### src/rtl/fetch_out_queue_pkg.sv
// Shared types for the fetch-out queue: entry layout, field offsets, opcode encodings.
package fetch_out_queue_pkg;

  localparam int FOQ_DEPTH   = 8;
  localparam int FOQ_PTR_W   = 3;
  localparam int FOQ_ENTRY_W = 89;

  localparam int FOQ_OFF_OP      = 0;
  localparam int FOQ_OFF_BRANCH  = 5;
  localparam int FOQ_OFF_LS      = 6;
  localparam int FOQ_OFF_USE_IMM = 7;
  localparam int FOQ_OFF_RD      = 8;
  localparam int FOQ_OFF_RS1     = 13;
  localparam int FOQ_OFF_RS2     = 18;
  localparam int FOQ_OFF_IMM     = 23;
  localparam int FOQ_OFF_JALR    = 55;
  localparam int FOQ_OFF_PC      = 56;
  localparam int FOQ_OFF_PRED    = 88;

  typedef enum logic [4:0] {
    OP_NOP  = 5'd0,
    OP_ALU  = 5'd1,
    OP_ALUI = 5'd2,
    OP_LOAD = 5'd3,
    OP_STOR = 5'd4,
    OP_BRCH = 5'd5,
    OP_JAL  = 5'd6,
    OP_JALR = 5'd7,
    OP_LUI  = 5'd8,
    OP_AUIP = 5'd9
  } foq_op_e;

  // Member order puts op at bit 0 and pred at the MSB, matching the offsets above.
  typedef struct packed {
    logic        pred;
    logic [31:0] pc;
    logic        jalr;
    logic [31:0] imm;
    logic [4:0]  rs2;
    logic [4:0]  rs1;
    logic [4:0]  rd;
    logic        use_imm;
    logic        ls;
    logic        branch;
    logic [4:0]  op;
  } foq_entry_t;

endpackage

### src/rtl/fetch_out_queue_ram.sv
// Entry storage for the fetch-out queue: one synchronous write port, asynchronous read.
module foq_ram
  import fetch_out_queue_pkg::*;
#(
  parameter int DEPTH = FOQ_DEPTH,
  parameter int PTR_W = FOQ_PTR_W,
  parameter int W     = FOQ_ENTRY_W
) (
  input  logic             clk_i,
  input  logic             we_i,
  input  logic [PTR_W-1:0] waddr_i,
  input  logic [W-1:0]     wdata_i,
  input  logic [PTR_W-1:0] raddr_i,
  output logic [W-1:0]     rdata_o
);

  logic [W-1:0] mem_q [DEPTH];

  always_ff @(posedge clk_i) begin
    if (we_i) mem_q[waddr_i] <= wdata_i;
  end

  assign rdata_o = mem_q[raddr_i];

endmodule

### src/rtl/fetch_out_queue.sv
// Fetch-to-dispatch circular FIFO with flush; optional empty-queue bypass when
// FOQ_BYPASS_EN is defined.
module fetch_out_queue
  import fetch_out_queue_pkg::*;
#(
  parameter int DEPTH = FOQ_DEPTH,
  parameter int PTR_W = FOQ_PTR_W
) (
  input  logic             clk_in,
  input  logic             rst_in,
  input  logic             rdy_in,
  input  logic             flush,
  input  logic             enq_valid,
  input  logic [31:0]      enq_pc,
  input  logic             enq_pred,
  input  logic [4:0]       enq_op,
  input  logic             enq_branch,
  input  logic             enq_ls,
  input  logic             enq_use_imm,
  input  logic             enq_jalr,
  input  logic [4:0]       enq_rd,
  input  logic [4:0]       enq_rs1,
  input  logic [4:0]       enq_rs2,
  input  logic [31:0]      enq_imm,
  output logic             foq_full,
  output logic             deq_valid,
  input  logic             deq_ready,
  output logic [31:0]      deq_pc,
  output logic             deq_pred,
  output logic [4:0]       deq_op,
  output logic             deq_branch,
  output logic             deq_ls,
  output logic             deq_use_imm,
  output logic             deq_jalr,
  output logic [4:0]       deq_rd,
  output logic [4:0]       deq_rs1,
  output logic [4:0]       deq_rs2,
  output logic [31:0]      deq_imm,
  output logic [PTR_W:0]   count
);

  localparam logic [PTR_W:0] FULL_CNT = (PTR_W+1)'(DEPTH);

  logic [PTR_W-1:0] head_q, head_d;
  logic [PTR_W-1:0] tail_q, tail_d;
  logic [PTR_W:0]   count_q, count_d;

  foq_entry_t wr_entry, rd_entry, out_entry;
  logic       stored_valid, full, bypass, bypass_take, enq_fire, deq_fire;

  always_comb begin
    wr_entry         = '0;
    wr_entry.pred    = enq_pred;
    wr_entry.pc      = enq_pc;
    wr_entry.jalr    = enq_jalr;
    wr_entry.imm     = enq_imm;
    wr_entry.rs2     = enq_rs2;
    wr_entry.rs1     = enq_rs1;
    wr_entry.rd      = enq_rd;
    wr_entry.use_imm = enq_use_imm;
    wr_entry.ls      = enq_ls;
    wr_entry.branch  = enq_branch;
    wr_entry.op      = enq_op;
  end

  assign stored_valid = (count_q != '0);
  assign full         = (count_q == FULL_CNT);

`ifdef FOQ_BYPASS_EN
  assign bypass = !stored_valid && enq_valid && !flush;
`else
  assign bypass = 1'b0;
`endif

  // A bypassed entry consumed in the same cycle never touches storage.
  assign bypass_take = bypass && rdy_in && deq_ready;
  assign enq_fire    = rdy_in && enq_valid && !full && !flush && !bypass_take;
  assign deq_fire    = rdy_in && stored_valid && deq_ready && !flush;

  always_comb begin
    head_d  = head_q;
    tail_d  = tail_q;
    count_d = count_q;
    if (flush) begin
      head_d  = '0;
      tail_d  = '0;
      count_d = '0;
    end else begin
      if (enq_fire) tail_d = tail_q + 1'b1;
      if (deq_fire) head_d = head_q + 1'b1;
      count_d = count_q + (PTR_W+1)'(enq_fire) - (PTR_W+1)'(deq_fire);
    end
  end

  always_ff @(posedge clk_in or negedge rst_in) begin
    if (!rst_in) begin
      head_q  <= '0;
      tail_q  <= '0;
      count_q <= '0;
    end else begin
      head_q  <= head_d;
      tail_q  <= tail_d;
      count_q <= count_d;
    end
  end

  foq_ram #(
    .DEPTH (DEPTH),
    .PTR_W (PTR_W),
    .W     (FOQ_ENTRY_W)
  ) u_ram (
    .clk_i   (clk_in),
    .we_i    (enq_fire),
    .waddr_i (tail_q),
    .wdata_i (wr_entry),
    .raddr_i (head_q),
    .rdata_o (rd_entry)
  );

  // Storage is not reset, so the head is masked to zero whenever the queue is empty.
  always_comb begin
    out_entry = '0;
    if (bypass)            out_entry = wr_entry;
    else if (stored_valid) out_entry = rd_entry;
  end

  assign foq_full    = full;
  assign deq_valid   = stored_valid || bypass;
  assign count       = count_q;
  assign deq_pc      = out_entry.pc;
  assign deq_pred    = out_entry.pred;
  assign deq_op      = out_entry.op;
  assign deq_branch  = out_entry.branch;
  assign deq_ls      = out_entry.ls;
  assign deq_use_imm = out_entry.use_imm;
  assign deq_jalr    = out_entry.jalr;
  assign deq_rd      = out_entry.rd;
  assign deq_rs1     = out_entry.rs1;
  assign deq_rs2     = out_entry.rs2;
  assign deq_imm     = out_entry.imm;

endmodule

### config.mk
export PLATFORM = sky130hd
export DESIGN_NAME = fetch_out_queue
export DESIGN_NICKNAME = d
export VERILOG_FILES = /design/src/rtl/fetch_out_queue_pkg.sv /design/src/rtl/fetch_out_queue_ram.sv /design/src/rtl/fetch_out_queue.sv
export SDC_FILE = /design/constraint.sdc
export NUM_CORES = 1
export LEC_CHECK = 0
export BUFFER_PORTS_ARGS = -buffer_cell sky130_fd_sc_hd__buf_2
export CAP_MARGIN = 25
export CORE_MARGIN = 2
export CORE_UTILIZATION = 51
export DETAILED_ROUTE_END_ITERATION = 8
export GPL_ROUTABILITY_DRIVEN = 0
export PLACE_DENSITY = 0.77
export SKIP_CTS_REPAIR_TIMING = 1
export SLEW_MARGIN = 20
export SYNTH_ARGS = -nofsm -noshare
export SYNTH_HDL_FRONTEND = slang
export SYNTH_HIERARCHICAL = 1
export SYNTH_SLANG_ARGS = --single-unit
### constraint.sdc
create_clock -name clk_in -period 20.8 [get_ports clk_in]
set_clock_uncertainty 0.05 [all_clocks]
set_input_delay 4.16 -clock clk_in [delete_from_list [all_inputs] [get_ports clk_in]]
set_output_delay 4.16 -clock clk_in [all_outputs]
set_load 0.01 [all_outputs]
# Yosys cells after proc, flatten, opt, wreduce, memory -nomap -nowiden
# Memories as Yosys holds them, arrays and structs flattened.
# Cells that the tools add are included.
# totals
register_bits	10
ram_bits	712
output_inout_bits	95
elab_cells	28
memories	1
# memory_table
name	words	word_bits	read_ports	rd_clocked_by_memory_dff	wr	line	rtl
u_ram.mem_q	8	89	1	0	1	fetch_out_queue_ram.sv:17	logic [W-1:0] mem_q [DEPTH];
# classes
addsub	4
eq_ne	1
mux	8
reduce_logical	11
# op_table
cell	count
two-way mux 89 bit	1
two-way mux 3 bit	4
adder 3 x 1 -> 3 bit, second input constant	2
logical AND 1 bit	6
adder 4 x 1 -> 4 bit	1
equality test 4 bit, second input constant	1
two-way mux 4 bit	1
nonzero test 2 bit	2
nonzero test 4 bit	1
subtractor 4 x 1 -> 4 bit	1
zero test 1 bit	2
two-way mux 1 bit	2

# Logic depth before layout (Yosys ltp)
# depth
depth_word	7
mapped_depth	11
ltp_nobuf	10

# By module
# Netlist, hierarchy kept.
# by_module_without_submodules
mod	n_inst	cells_per_inst	area_per_inst_um2
foq_ram	1	1042	26829.5
fetch_out_queue	1	164	1239.9

# Worst setup path after synthesis
# OpenSTA, ideal clock, no wires.
# synth_timing
path_kind	input to register
start	input flush
end	memory u_ram/mem_q[0][0] (netlist name), enable pin
arrival_ps	10747
required_ps	20104
setup_slack_ps	9357
cell_stages	4
n_path_buf	0
path_cell_list	or3_1 -> inv_1 -> nand2b_1 -> nor3_1
# synth_via
elab_chain_len	4
# synth_rtl
element	line	rtl
start, declared	fetch_out_queue.sv:12	input logic flush,
zero test 1 bit	fetch_out_queue.sv:77	assign enq_fire = rdy_in && enq_valid && !full && !flush && !bypass_take;
logical AND 1 bit	fetch_out_queue.sv:77	
net enq_fire	fetch_out_queue.sv:49	logic stored_valid, full, bypass, bypass_take, enq_fire, deq_fire;
two-way mux 1 bit	fetch_out_queue_ram.sv:20	if (we_i) mem_q[waddr_i] <= wdata_i;
two-way mux 1 bit (not written as such)	fetch_out_queue_ram.sv:20	
end, declared	fetch_out_queue_ram.sv:17	
# The timed path passes the listed nets, and every way through them passes these cells.

==> key figures <==
Status
  – Status: completed

Timing
  – Max_slew headroom: 0.316
  – # setup viols final: 0
  – Max Slew Vio Count: 0
  – Min Tclk post-route: 8530 ps
  – Final worst slack: 12270 ps
  – Slew @ Worst Pin: 1030 ps
  – Final hold vios: 0
  – RSZ-0062 raised after global routing: false
  – Fin crit share: 0.410
  – Setup TNS: 0 ps
  – Max Clk Rate: 117 MHz

Setup path
  – Worst path most repeated cell: buf_4
  – Worst path cell trace: buf_16, buf_4, buf_4, mux4_1, mux2_2, nor2b_1, buf_2
  – Worst path buffer plus inverter count: 4
  – Slowest cell on crit path: buf_4
  – Crit path capture type: output port
  – Crit start category: flop
  – Critical path type: reg2out
  – Crit-path leading delay family: buffers and inverters
  – WP data arrival: 4320 ps
  – Critical Path RT: 16590 ps
  – Crit-path max cell delay: 830 ps
  – Worst-path fanout max: 46

Synthesis
  – FFs w/ async S/R, synth: 0.0139
  – Sequential fraction of the synthesis area: 0.771
  – Synth warn: 6
  – Main synth FF type: edfxtp_1
  – Post-Syn Instances: 1206
  – Count of cell types in the netlist: 26
  – EDFF count, synth: 712
  – Post-synth net total: 1310
  – Area of the mapped netlist: 28100 µm²
  – Flops & latches, synth: 722
  – Synth Area per Inst: 23.3 µm²

Floorplan
  – Core footprint: 54100 µm²
  – Core Rows: 85
  – Die Height: 239 µm
  – Chip Width: 239 µm
  – Die footprint: 56900 µm²
  – Starting Density: 0.519
  – I/O pin count: 190

Drt
  – Routed via count: 12.8k
  – DR DRC count: 0
  – Post-DR vias/cell: 5.85
  – Antenna viol nets, final: 0
  – Final wirelength: 55900 µm
  – Drt wl/cell: 25.6 µm
  – Pre-antenna DRT Iters: 5
  – Starting DRT DRC Count: 1004

Global route
  – Overall Global Routing Usage: 0.201
  – Largest net degree at the start of global routing: 73
  – Number of global-route vias before repair: 13.6k
  – Initial antenna violation count: 11
  – First-pass GRT wire length: 84000 µm
  – GR Overflow Total: 0

Power and ir drop
  – Worst vdd ir: 82.2 µV
  – Leakage power: 10.3 nW
  – Pwr/cell area: 105 nW/µm²

CTS
  – CTS tree: built
  – Longest Clk Path Bufs: 3
  – Worst-path clk slew: 50 ps
  – Clk sinks: 722
  – Later-pin clock latency in the skew report: 590 ps
  – H-tree depth: 3
  – CTS root buf: clkbuf_16
  – Num CTS Buffers: 74

Final layout
  – Nets: 1539
  – Share of cells above drive strength 1: 0.392
  – P&R area growth vs syn: 14.5%

Min path
  – Hold Path Class: reg2reg

Placed design
  – Buffers on Ports: 189
  – Pre-CTS setup slack: 12510 ps
  – DPL Wire Length: 28600 µm

Job
  – Max Cap Viol: 0
[tightest hold or removal path: stages (launching register included)]
cell	delay, ps
dfrtp_1	400
o21ai_0	80
a21oi_1	70
[worst paths after layout]
path                       startpoint            endpoint  slack, ps  depth (start not counted)
max reg2reg                  count[2]  u_ram/mem_q[5][30]      17120                          9
min reg2reg                 tail_q[2]           tail_q[2]        540                          2
min                         tail_q[2]           tail_q[2]        540                          2
max                         head_q[0]           deq_pc[0]      12270                          7
max in group asynchronous      rst_in           head_q[0]      17100                          1
min in group asynchronous      rst_in            count[2]       3370                          1
[where the power goes]
group	total, mW	internal [mW]	switching [mW]
sequential	1.63	1.62	0.0113
clock	1.28	0.761	0.521
combinational	0.461	0.199	0.262
[final cells by class]
type	instances	area (µm²)
Fill cell	3705	22000
Sequential cell	722	21600
Multi-Input combinational cell	416	6100
Clock buffer	90	1980
Timing Repair Buffer	214	1160
Tap cell	696	871
Clock inverter	39	369
Inverter	7	26.3
Antenna cell	4	10.0
[Yosys cell counts, drive strengths merged (2+ instances only)]
cell type / instances / area (µm²)
ha: 8 / 100
nand2b: 8 / 50.1
nor2b: 92 / 576
mux2i: 2 / 20.0
edfxtp: 712 / 21400
dfrtp: 10 / 250
nand2: 4 / 15.0
or3: 4 / 25.0
buf: 44 / 314
o21ai: 3 / 15.0
mux2: 90 / 1010
nor3: 3 / 15.0
nand3: 3 / 15.0
inv: 7 / 26.3
mux4: 178 / 4060
a21oi: 5 / 25.0
nor2: 11 / 41.3
clkbuf: 17 / 63.8
nor3b: 2 / 25.0
[cell families after synthesis]
logic type,count (synthesis),share of synthesized area
DFF,722,0.771
muxes,270,0.182
and+or+nand+nor,127,0.0271
buffers and inverters,68,0.0144
AOI/OAI and AO/OA,9,0.00174
adders and majority gates,9,0.00428
xor gates and xnor gates,1,0.000312
[sequential cells by signal, indices dropped and copies added, names as in the netlist]
signal / flops
head_q: 3
count: 4
u_ram/mem_q: 712
tail_q: 3
[layout by cell type, fill, tap and decap left out, types with 3 or more instances in the layout]
cell        Yosys  layout
o21ai_0         3       3
nor2_1         11       5
edfxtp_1      712     712
mux4_2        164     164
mux4_1         14      14
dfrtp_1        10       7
clkbuf_16       0      77
nand3_1         3       3
nand2_1         4       4
inv_1           7       7
clkbuf_1       17      13
mux2_2         90      90
clkinv_1        0      15
diode_2         0       4
a21oi_1         5       5
buf_4           0      23
nor2_4          0       6
dfrtp_4         0       3
clkinvlp_4      0       4
or3_1           4       4
clkinv_2        0      11
nor2b_1        92      92
ha_1            8       8
bufinv_16       0       7
buf_2          23     189
nand2b_1        8       8
[through the flow]
stage / utilization / hold WS, ps / area, µm² / std cells / power, mW
CTS: 0.593 / 539 / 32100 / 2183 / 3.41
floorplan: - / 467 / 28100 / 1206 / 1.95
detailed placement: 0.550 / 524 / 29800 / 2054 / 2.13
finish: 0.594 / 539 / 32100 / 2188 / 3.37
global route: 0.594 / 585 / 32100 / 2186 / 3.50
global placement: 0.550 / 514 / 29800 / 2054 / 2.12
[layer usage]
layer,share of wire,wire length [µm],up-vias,track usage
met5,0.0014,79,-,0
met4,0.022,1250,14,0.0680
met3,0.066,3710,86,0.0418
met2,0.50,27800,428,0.326
met1,0.41,23100,6773,0.274
li1,-,-,5500,-
(Power assumes the default switching activity.)
